## src/rtl/alu_unit.sv

```systemverilog
// 32-bit execute-stage ALU: opcode decode, combinational compute core and registered result/flags.
// Optional macro ALU_DIV_EN enables the single-cycle unsigned divider; without it DIVA yields 0.

module alu_core #(
  parameter int unsigned WIDTH = 32
) (
  input  logic [WIDTH-1:0] a_i,
  input  logic [WIDTH-1:0] b_i,
  input  logic [2:0]       op,
  output logic [WIDTH-1:0] result_o
);

  localparam logic [2:0] OpAdd = 3'b000;
  localparam logic [2:0] OpSub = 3'b001;
  localparam logic [2:0] OpMul = 3'b010;
  localparam logic [2:0] OpDiv = 3'b011;
  localparam logic [2:0] OpAnd = 3'b100;
  localparam logic [2:0] OpOr  = 3'b101;
  localparam logic [2:0] OpXor = 3'b110;
  localparam logic [2:0] OpNot = 3'b111;

  logic [WIDTH-1:0] quot;

`ifdef ALU_DIV_EN
  // Division by zero saturates to all ones.
  assign quot = (b_i == '0) ? '1 : (a_i / b_i);
`else
  assign quot = '0;
`endif

  always_comb begin
    result_o = '0;
    unique case (op)
      OpAdd:   result_o = a_i + b_i;
      OpSub:   result_o = a_i - b_i;
      OpMul:   result_o = a_i * b_i;
      OpDiv:   result_o = quot;
      OpAnd:   result_o = a_i & b_i;
      OpOr:    result_o = a_i | b_i;
      OpXor:   result_o = a_i ^ b_i;
      OpNot:   result_o = ~a_i;
      default: result_o = '0;
    endcase
  end

endmodule

module alu_unit #(
  parameter int unsigned WIDTH = 32
) (
  input  logic             clk,
  input  logic             rst_n,
  input  logic [WIDTH-1:0] a,
  input  logic [WIDTH-1:0] b,
  input  logic [4:0]       opcode,
  output logic [WIDTH-1:0] alu_out,
  output logic [1:0]       flags,
  output logic [2:0]       alu_op
);

  localparam logic [2:0] OpAdd = 3'b000;
  localparam logic [2:0] OpSub = 3'b001;
  localparam logic [2:0] OpMul = 3'b010;
  localparam logic [2:0] OpDiv = 3'b011;
  localparam logic [2:0] OpAnd = 3'b100;
  localparam logic [2:0] OpOr  = 3'b101;
  localparam logic [2:0] OpXor = 3'b110;
  localparam logic [2:0] OpNot = 3'b111;

  logic [2:0]       op_dec;
  logic             flag_en;
  logic [WIDTH-1:0] result;
  logic [WIDTH-1:0] alu_out_q, alu_out_d;
  logic [1:0]       flags_q, flags_d;

  // Only explicitly decoded opcodes update flags; branches/CALL/RET etc. hold them.
  always_comb begin
    op_dec  = OpAdd;
    flag_en = 1'b1;
    case (opcode)
      5'b00010, 5'b00011: op_dec = OpAdd;
      5'b00100, 5'b00101: op_dec = OpSub;
      5'b00110:           op_dec = OpMul;
      5'b01000:           op_dec = OpDiv;
      5'b01010, 5'b01011: op_dec = OpAnd;
      5'b01100, 5'b01101: op_dec = OpOr;
      5'b01110:           op_dec = OpNot;
      5'b10000, 5'b10001: op_dec = OpXor;
      5'b10010:           op_dec = OpSub;
      5'b11100, 5'b11101: op_dec = OpAdd;
      5'b00111, 5'b11110: op_dec = OpAnd;
      default: begin
        op_dec  = OpAdd;
        flag_en = 1'b0;
      end
    endcase
  end

  alu_core #(
    .WIDTH (WIDTH)
  ) ALU (
    .a_i      (a),
    .b_i      (b),
    .op       (op_dec),
    .result_o (result)
  );

  always_comb begin
    alu_out_d = result;
    flags_d   = flags_q;
    if (flag_en) begin
      flags_d = {(result == '0), result[WIDTH-1]};
    end
  end

  always_ff @(posedge clk or negedge rst_n) begin
    if (!rst_n) begin
      alu_out_q <= '0;
      flags_q   <= 2'b00;
    end else begin
      alu_out_q <= alu_out_d;
      flags_q   <= flags_d;
    end
  end

  assign alu_out = alu_out_q;
  assign flags   = flags_q;
  assign alu_op  = op_dec;

endmodule

```

## config.mk

```make
export PLATFORM = sky130hd
export DESIGN_NAME = alu_unit
export DESIGN_NICKNAME = d
export VERILOG_FILES = /design/src/rtl/alu_unit.sv
export SDC_FILE = /design/constraint.sdc
export NUM_CORES = 1
export LEC_CHECK = 0
export CORE_ASPECT_RATIO = 1.75
export CORE_MARGIN = 3
export CORE_UTILIZATION = 63
export DETAILED_ROUTE_END_ITERATION = 8
export PLACE_DENSITY = 0.9
export SYNTH_ARGS = -nofsm -noshare
export SYNTH_HDL_FRONTEND = slang
export SYNTH_SLANG_ARGS = --single-unit
```

## constraint.sdc

```tcl
create_clock -name clk -period 2.21 [get_ports clk]
set_clock_uncertainty 0.05 [all_clocks]
set_input_delay 0.3315 -clock clk [delete_from_list [all_inputs] [get_ports clk]]
set_output_delay 0.3315 -clock clk [all_outputs]
set_load 0.05 [all_outputs]
```

==> impl_results.md, run 1 <==
- Placement Setup Slack: -6.79 ns
- Compound-Gate Fraction of Synth Area: 11.1%
- Syn. warnings: 0
- Top_reg_cell synth: dfrtp_1
- Num CTS Buffers: 5
- CTS max path bufs: 2
- Syn Nets: 3,219
- GRT overflow: 2,888
- Mean Syn Cell Area: 8.35 sq um
- First-pass GRT wire length: 270 mm
- # H-tree levels: 2
- Die Width: 144 um
- I/O Buffers: 107
- Post-synth cell types: 94
- Synth Register Bits: 34
- Number of synthesized flops with an enable pin: 0
- Vias in the first global route: 37,300
- Largest family of logic cells by synthesized area: adder cells
- Largest net degree at the start of global routing: 35
- Routability cong.: 1.24
- XOR/XNOR Fraction of Synth Area: 5.53%
- Row Count: 87
- Proportion of synthesized chip area in sequential cells: 4.04%
- Vert. Die Dim: 248 um
- Adder-Cell Fraction of Synth Area: 51.9%
- Hold buffer count at CTS: 0
- Synth Cell Area: 0.0210 sq mm
- Num ports: 108
- Placed inst area: 0.0273 sq mm
- DP HPWL: 84.5 mm
- Synth top cells by count: inv_1, fa_1, nor2_1, nand2_1, ha_1
- Ranking of synthesized cells by area: fa_1, ha_1, inv_1, nor2_1, nand2_1
- Mux cell area share after synthesis: 0.487%
- Fraction of registers with async set/reset: 100%
- Initial core utilization: 64.7%
- CTS root buf: clkbuf_16
- # clock sinks: 34
- Status: did not finish
- Syn Inst Count: 2,520
- GRT Total Usage: 104%
- Simple-Gate Fraction of Synth Area: 16.1%
- Error: [ERROR GRT-0116] Global routing finished with congestion. Check the congestion regions in the DRC Viewer.
- Synth top area share: 38.9%
- Placed Cells: 3,465
- Halt Stage: 5_1_grt
- Count leader, synth: inv_1
- Largest area contributor in the netlist: fa_1
## timing repair
item,4_1_cts
gates resized for setup,712
setup buffers,156
pin swaps,174
gates cloned,3
setup endpoints to repair,37
## layer usage
layer  GRT usage (%)  overflow
met1            92.5       138
met2             123      1829
met3            90.4       155
met4             113       749
met5            74.3        17
## through the flow
stage / TNS [ns] / hold slack (ns)
floorplan: -107.41 / -0.0141
global placement: -150.30 / 0.454
detailed placement: -158.23 / 0.480
CTS: -128.03 / 0.433
## kinds of logic after synthesis
family / Yosys count
adder cells (fa/ha/maj): 628
AND/OR/NAND/NOR: 798
AO/OA/AOI/OAI: 331
XOR/XNOR: 133
multiplexers: 10
buffers and inverters: 586
flip-flops: 34
==> run 2: changes to the inputs <==
==> config.mk (replaced) <==
export PLATFORM = sky130hd
export DESIGN_NAME = alu_unit
export DESIGN_NICKNAME = d
export VERILOG_FILES = /design/src/rtl/alu_unit.sv
export SDC_FILE = /design/constraint.sdc
export NUM_CORES = 1
export LEC_CHECK = 0
export CORE_MARGIN = 3
export CORE_UTILIZATION = 40
export DETAILED_ROUTE_END_ITERATION = 8
export PLACE_DENSITY_LB_ADDON = 0.15
export SYNTH_ARGS = -nofsm -noshare
export SYNTH_HDL_FRONTEND = slang
export SYNTH_SLANG_ARGS = --single-unit
==> run 2 against run 1 <==
The flow now finishes, with violations (setup timing). Synthesized area unchanged. Synthesized cell count did not move.
==> impl_results.md, run 2 <==
- Worst hold slack: 0.407 ns
- Number of synthesized flops with an enable pin: 0 (unchanged)
- Post-synth cell types: 94 (unchanged)
- Synth Register Bits: 34 (unchanged)
- Leading cell type in the layout, fill and taps excluded: buf_4
- Crit path largest cell delay: 0.60 ns
- Row Count: 83 (-4.6%)
- Final ANT Viol Nets: 0
- Fraction of layout cells with a size suffix above 1: 40.7%
- Syn. warnings: 0 (unchanged)
- Synth top cells by count: inv_1, fa_1, nor2_1, nand2_1, ha_1
- Routability cong.: 1.01 (-19%)
- Syn Nets: 3,219 (unchanged)
- Top_reg_cell synth: dfrtp_1
- Reg2Reg Depth: 1
- CP top delay family: adder cells
- Worst Setup Start Kind: input port
- Largest area contributor in the netlist: fa_1
- Fillers: 4,322
- Clock-pin slew on the worst setup and hold paths: 0.06 ns
- Fin worst setup slack: -5.55 ns
- Syn Inst Count: 2,520 (unchanged)
- Worst skew pair latency: 0.29 ns
- Largest net degree at the start of global routing: 35
- Vias in the first global route: 23,300
- Period utilization: 351%
- GRT Total Usage: 35.8%
- GRT overflow: 0
- Status: finished with violations
- HP Class: in -> async
- Slowest-stage cell, CP: fa_1
- Max_cap viols: 0
- N_diodes: 0
- Worst reg2reg path endpoint: flags[0]$_DFFE_PN0P_
- CTS max path bufs: 2 (unchanged)
- Worst Path Buf+Inv: 6
- Number of remaining DRC errors: 0
- Setup TNS: -125.47 ns
- Max reg flops: 32
- Num CTS Buffers: 5 (unchanged)
- Crit end category: flip-flop
- Die Width: 235 um (+63%)
- Fin. Hold Viols: 0
- CP startpoint: a[24]
- Area growth, synth to finish: 56.6%
- Proportion of synthesized chip area in sequential cells: 4.04% (unchanged)
- Worst-path cell chain: clkdlybuf4s50_1, buf_4, nand2_1, fa_1, inv_1, fa_1, fa_1, fa_1, fa_1, inv_1, fa_1, inv_1, fa_1, fa_1, ha_1, inv_1, a211oi_1, a21oi_1, a221o_1, a221oi_2, o211ai_1, or4_1, or4_4, o41ai_2
- # clock sinks: 34 (unchanged)
- Critical path peak fanout: 7
- Num ports: 108 (unchanged)
- Crit path depth: 24
- Floorplan Core Area: 0.0517 sq mm
- DP HPWL: 81.5 mm (-3.6%)
- Worst EP required: 2.35 ns
- R2r startpoint: flags[0]$_DFFE_PN0P_
- Arrival time worst endpoint: 7.89 ns
- Final wirelength: 101 mm
- Initial core utilization: 40.7% (-24 points)
- Via density: 5.44
- Slew margin rel.: 51.6%
- TritonRoute pass-1 iters: 5
- Ranking of synthesized cells by area: fa_1, ha_1, inv_1, nor2_1, nand2_1
- Most frequent CP cell: fa_1
- FMAX: 129 MHz
- Vert. Die Dim: 235 um (-5.0%)
- Initial antenna violation count: 1
- Final Max Slew Viols: 0
- I/O Buffers: 107 (unchanged)
- First-pass GRT wire length: 148 mm
- Shortest period the worst path allows: 7.76 ns
- # H-tree levels: 2 (unchanged)
- Synth top area share: 38.9% (unchanged)
- Most frequent cells in the layout: buf_4, inv_1, fa_1
- Worst Tran Pin Value: 0.719 ns
- Layout Nets: 4,027
- CTS root buf: clkbuf_16
- Mean Syn Cell Area: 8.35 sq um (unchanged)
- CTS tree: yes
- Final setup violation count: 33
- Synth Cell Area: 0.0210 sq mm (unchanged)
- Flop2flop setup slack: 1.39 ns
- DR WL/cell: 25.2 um
- Unrepaired setup endpoints after global routing: yes
- WS Path Type: in -> reg
- Count leader, synth: inv_1
- Die area: 0.0554 sq mm
- Failing checks: setup timing
- Register Area: 851 sq um
- Total number of vias: 21,800
- DR iter-0 viols: 1,858
- CP Capture Point: flags[1]$_DFFE_PN0P_
- Multi-input logic area: 0.0204 sq mm
- Fraction of registers with async set/reset: 100% (unchanged)
run 2: how the worst min path moves through the flow:
| stage | startpoint | endpoint | cells past startpoint |
|---|---|---|---|
| floorplan | rst_n | alu_out[0]$_DFF_PN0_ | 0 |
| global placement | flags[0]$_DFFE_PN0P_ | flags[0]$_DFFE_PN0P_ | 1 |
| detailed placement | flags[1]$_DFFE_PN0P_ | flags[1]$_DFFE_PN0P_ | 2 |
| CTS | rst_n | alu_out[31]$_DFF_PN0_ | 2 |
| global route | rst_n | alu_out[31]$_DFF_PN0_ | 2 |
| finish | rst_n | alu_out[31]$_DFF_PN0_ | 2 |
run 2: metrics by stage:
stage	area, sq um	cells	setup WS, ns	util [%]
5_1_grt	33000	4009	-5.76	63.7
2_1_floorplan	22300	2520	-5.26	-
4_1_cts	32000	3960	-5.58	61.9
6_report	33000	4009	-5.55	63.7
3_3_place_gp	28200	3804	-6.60	54.6
3_5_place_dp	28200	3804	-6.61	54.6
run 2: layer usage:
| metal | vias to the layer above | GRT usage, % | routed length, um |
|---|---|---|---|
| met1 | 11000 | 47.9 | 41500 |
| met5 | - | 0 | 0 |
| li1 | 9514 | - | - |
| met3 | 262 | 5.53 | 7700 |
| met2 | 998 | 57.9 | 46000 |
| met4 | 0 | 14.9 | 5730 |
run 2: cells by family after synthesis:
group,share of synthesized area [%]
mux,0.487
buf+inv,10.8
flops,4.04
xor+xnor,5.53
fa+ha+maj,51.9
simple gates,16.1
compound gates,11.1
run 2: cell type report:
class,instances,area share [%]
Clock buffer,5,0.380
Clock inverter,3,0.209
Inverter,457,6.11
Multi-Input combinational cell,1900,62.0
Sequential cell,34,2.58
Tap cell,680,2.58
Timing Repair Buffer,930,26.2
run 2: what timing repair did:
| item | in CTS | in global routing |
|---|---|---|
| endpoints found under the setup margin | 37 | 34 |
| hold buffers | 0 | 0 |
| cloned | 5 | 1 |
| buffers inserted | 162 | 68 |
| pin swaps | 255 | 159 |
| resized for setup | 664 | 238 |
Power of run 2 is not shown: default switching activity piles up to over one toggle a cycle in this logic, so the estimate is an artifact.
==> run 3: changes to the inputs <==
==> constraint.sdc (replaced) <==
create_clock -name clk -period 2.21 [get_ports clk]
set_clock_uncertainty 0.05 [all_clocks]
set_input_delay 0.442 -clock clk [delete_from_list [all_inputs] [get_ports clk]]
set_output_delay 0.442 -clock clk [all_outputs]
set_load 0.05 [all_outputs]
==> run 3 against run 2 <==
The run still ends with setup timing left. Hold slack worse by 0.23 ns. Setup slack worse by 0.28 ns. Sequential share of layout area about the same. First-iteration DRC count grew 23%. Routed wire length up 1.0%. Register-to-register slack better by 0.03 ns. Via count rose by 0.54%. Utilization shrank 0.29 points. Global-route usage about the same. Final cell count shrank 0.95%. Critical path depth is 3 higher. Die area unchanged. Critical path type unchanged. Largest cell class unchanged.
==> impl_results.md, run 3 (synthesis gave the netlist of run 2 again) <==
- Status: finished with violations
- Failing checks: setup timing
- Crit path largest cell delay: 0.56 ns (-0.04 ns)
- Largest net degree at the start of global routing: 35 (unchanged)
- Die Width: 235 um (unchanged)
- Hold buffer count at CTS: 0 (unchanged)
- Row Count: 83 (unchanged)
- Unrepaired setup endpoints after global routing: yes
- Layout Nets: 3,989 (-0.94%)
- # clock sinks: 34 (unchanged)
- Initial antenna violation count: 0 (-1)
- Final Max Slew Viols: 0 (unchanged)
- Num CTS Buffers: 5 (unchanged)
- Max_cap viols: 0 (unchanged)
- Worst EP required: 2.35 ns (about the same)
- CTS root buf: clkbuf_16
- Period utilization: 364% (+13 points)
- Worst Path Buf+Inv: 6 (unchanged)
- Arrival time worst endpoint: 8.17 ns (+0.28 ns)
- Fraction of layout cells with a size suffix above 1: 39.5% (-1.2 points)
- GRT overflow: 0 (unchanged)
- Routability cong.: 1.03 (+1.9%)
- Crit end category: flip-flop
- # H-tree levels: 2 (unchanged)
- DR iter-0 viols: 2,279 (+23%)
- CTS max path bufs: 2 (unchanged)
- Area growth, synth to finish: 55.9%
- Critical path peak fanout: 7 (unchanged)
- Final ANT Viol Nets: 0 (unchanged)
- DR WL/cell: 25.7 um (+2.0%)
- DP HPWL: 81.7 mm (+0.30%)
- WS Path Type: in -> reg
- Final setup violation count: 35 (+6.1%)
- Most frequent CP cell: fa_1
- Max reg flops: 32 (unchanged)
- Via density: 5.52 (+1.5%)
- I/O Buffers: 107 (unchanged)
- HP Class: in -> async
- First-pass GRT wire length: 148 mm (about the same)
- Fin. Hold Viols: 0 (unchanged)
- Number of remaining DRC errors: 0 (unchanged)
- N_diodes: 0 (unchanged)
- Worst Tran Pin Value: 0.814 ns (+0.0950 ns)
- Total number of vias: 21,900 (+0.54%)
- TritonRoute pass-1 iters: 5 (unchanged)
- Worst Setup Start Kind: input port
- Slew margin rel.: 44.3% (-7.3 points)
- Final wirelength: 102 mm (+1.0%)
- Clock-pin slew on the worst setup and hold paths: 0.06 ns (about the same)
- Vert. Die Dim: 235 um (unchanged)
- Setup TNS: -132.89 ns (-7.41 ns)
- Initial core utilization: 40.7% (unchanged)
- FMAX: 124 MHz (-3.5%)
- Fin worst setup slack: -5.82 ns (-0.277 ns)
- Most frequent cells in the layout: buf_4, inv_1, fa_1
- Floorplan Core Area: 0.0517 sq mm (unchanged)
- Slowest-stage cell, CP: fa_2
- Fillers: 4,332 (+0.23%)
- GRT Total Usage: 35.7% (-0.042 points)
- Die area: 0.0554 sq mm (unchanged)
- CTS tree: yes
- CP top delay family: adder cells
- Vias in the first global route: 23,100 (-0.93%)
- Leading cell type in the layout, fill and taps excluded: buf_4
- Shortest period the worst path allows: 8.03 ns (+0.277 ns)
- Worst skew pair latency: 0.29 ns (about the same)
- Num ports: 108 (unchanged)
run 3: cell count changes in the layout (fill, tap and decap cells not counted), moves of 6 or more:
cell / delta
inv_1: +10
buf_12: +15
clkbuf_2: -6
buf_4: -26
nand2_2: -14
buf_6: -28
nand2_1: +12
nor2_4: -10
buf_8: -7
a21oi_2: -6
clkdlybuf4s50_1: +6
nor2_2: +14
inv_2: -13
run 3: path summary, 6_finish.rpt:
kind                       slack, ns  depth (start not counted)               endpoint            startpoint
setup / recovery               -5.82                         27   flags[1]$_DFFE_PN0P_                 a[16]
min in group clk                0.44                          2   flags[1]$_DFFE_PN0P_  flags[1]$_DFFE_PN0P_
hold / removal                  0.18                          1  alu_out[31]$_DFF_PN0_                 rst_n
max in group asynchronous       1.43                          1   alu_out[6]$_DFF_PN0_                 rst_n
hold reg to reg                 0.44                          2   flags[1]$_DFFE_PN0P_  flags[1]$_DFFE_PN0P_
setup reg to reg                1.42                          1   flags[0]$_DFFE_PN0P_  flags[0]$_DFFE_PN0P_
run 3: timing repair:
action / in CTS / in global routing
pin swaps: 175 / 147
gates cloned: 8 / 4
gates resized for setup: 549 / 312
endpoints found under the setup margin: 37 / 36
setup buffers: 123 / 76
run 3: area by class of cell:
cell class | count | area (sq um) | area share [%]
multi-input combinational | 1900 | 20500 | 62.3
clock buffer | 6 | 139 | 0.423
clock inverter | 2 | 12.5 | 0.0381
inverter | 457 | 2000 | 6.09
timing repair inverter | 3 | 32.5 | 0.0991
sequential | 34 | 851 | 2.59
timing repair buffer | 889 | 8480 | 25.9
tap | 680 | 851 | 2.59
run 3: per-layer routing:
metal / routed length (um) / vias to the layer above / track usage [%]
li1: - / 9446 / -
met1: 40800 / 11000 / 47.7
met2: 45500 / 1148 / 56.6
met3: 8950 / 306 / 6.17
met4: 6650 / 0 / 16.8
met5: 0 / - / 0
run 3: stage by stage:
step                      utilization (%)  area [sq um]  setup slack, ns  cells  hold WS (ns)
after global placement               54.5         28200            -6.49   3790         0.444
after floorplan                         -         22300            -5.37   2520        0.0964
final                                63.5         32800            -5.82   3971         0.179
after CTS                            60.7         31400            -5.80   3919         0.210
after global routing                 63.5         32800            -5.98   3971         0.265
after detailed placement             54.5         28200            -6.56   3790         0.418
Power of run 3 is left out for the same reason.
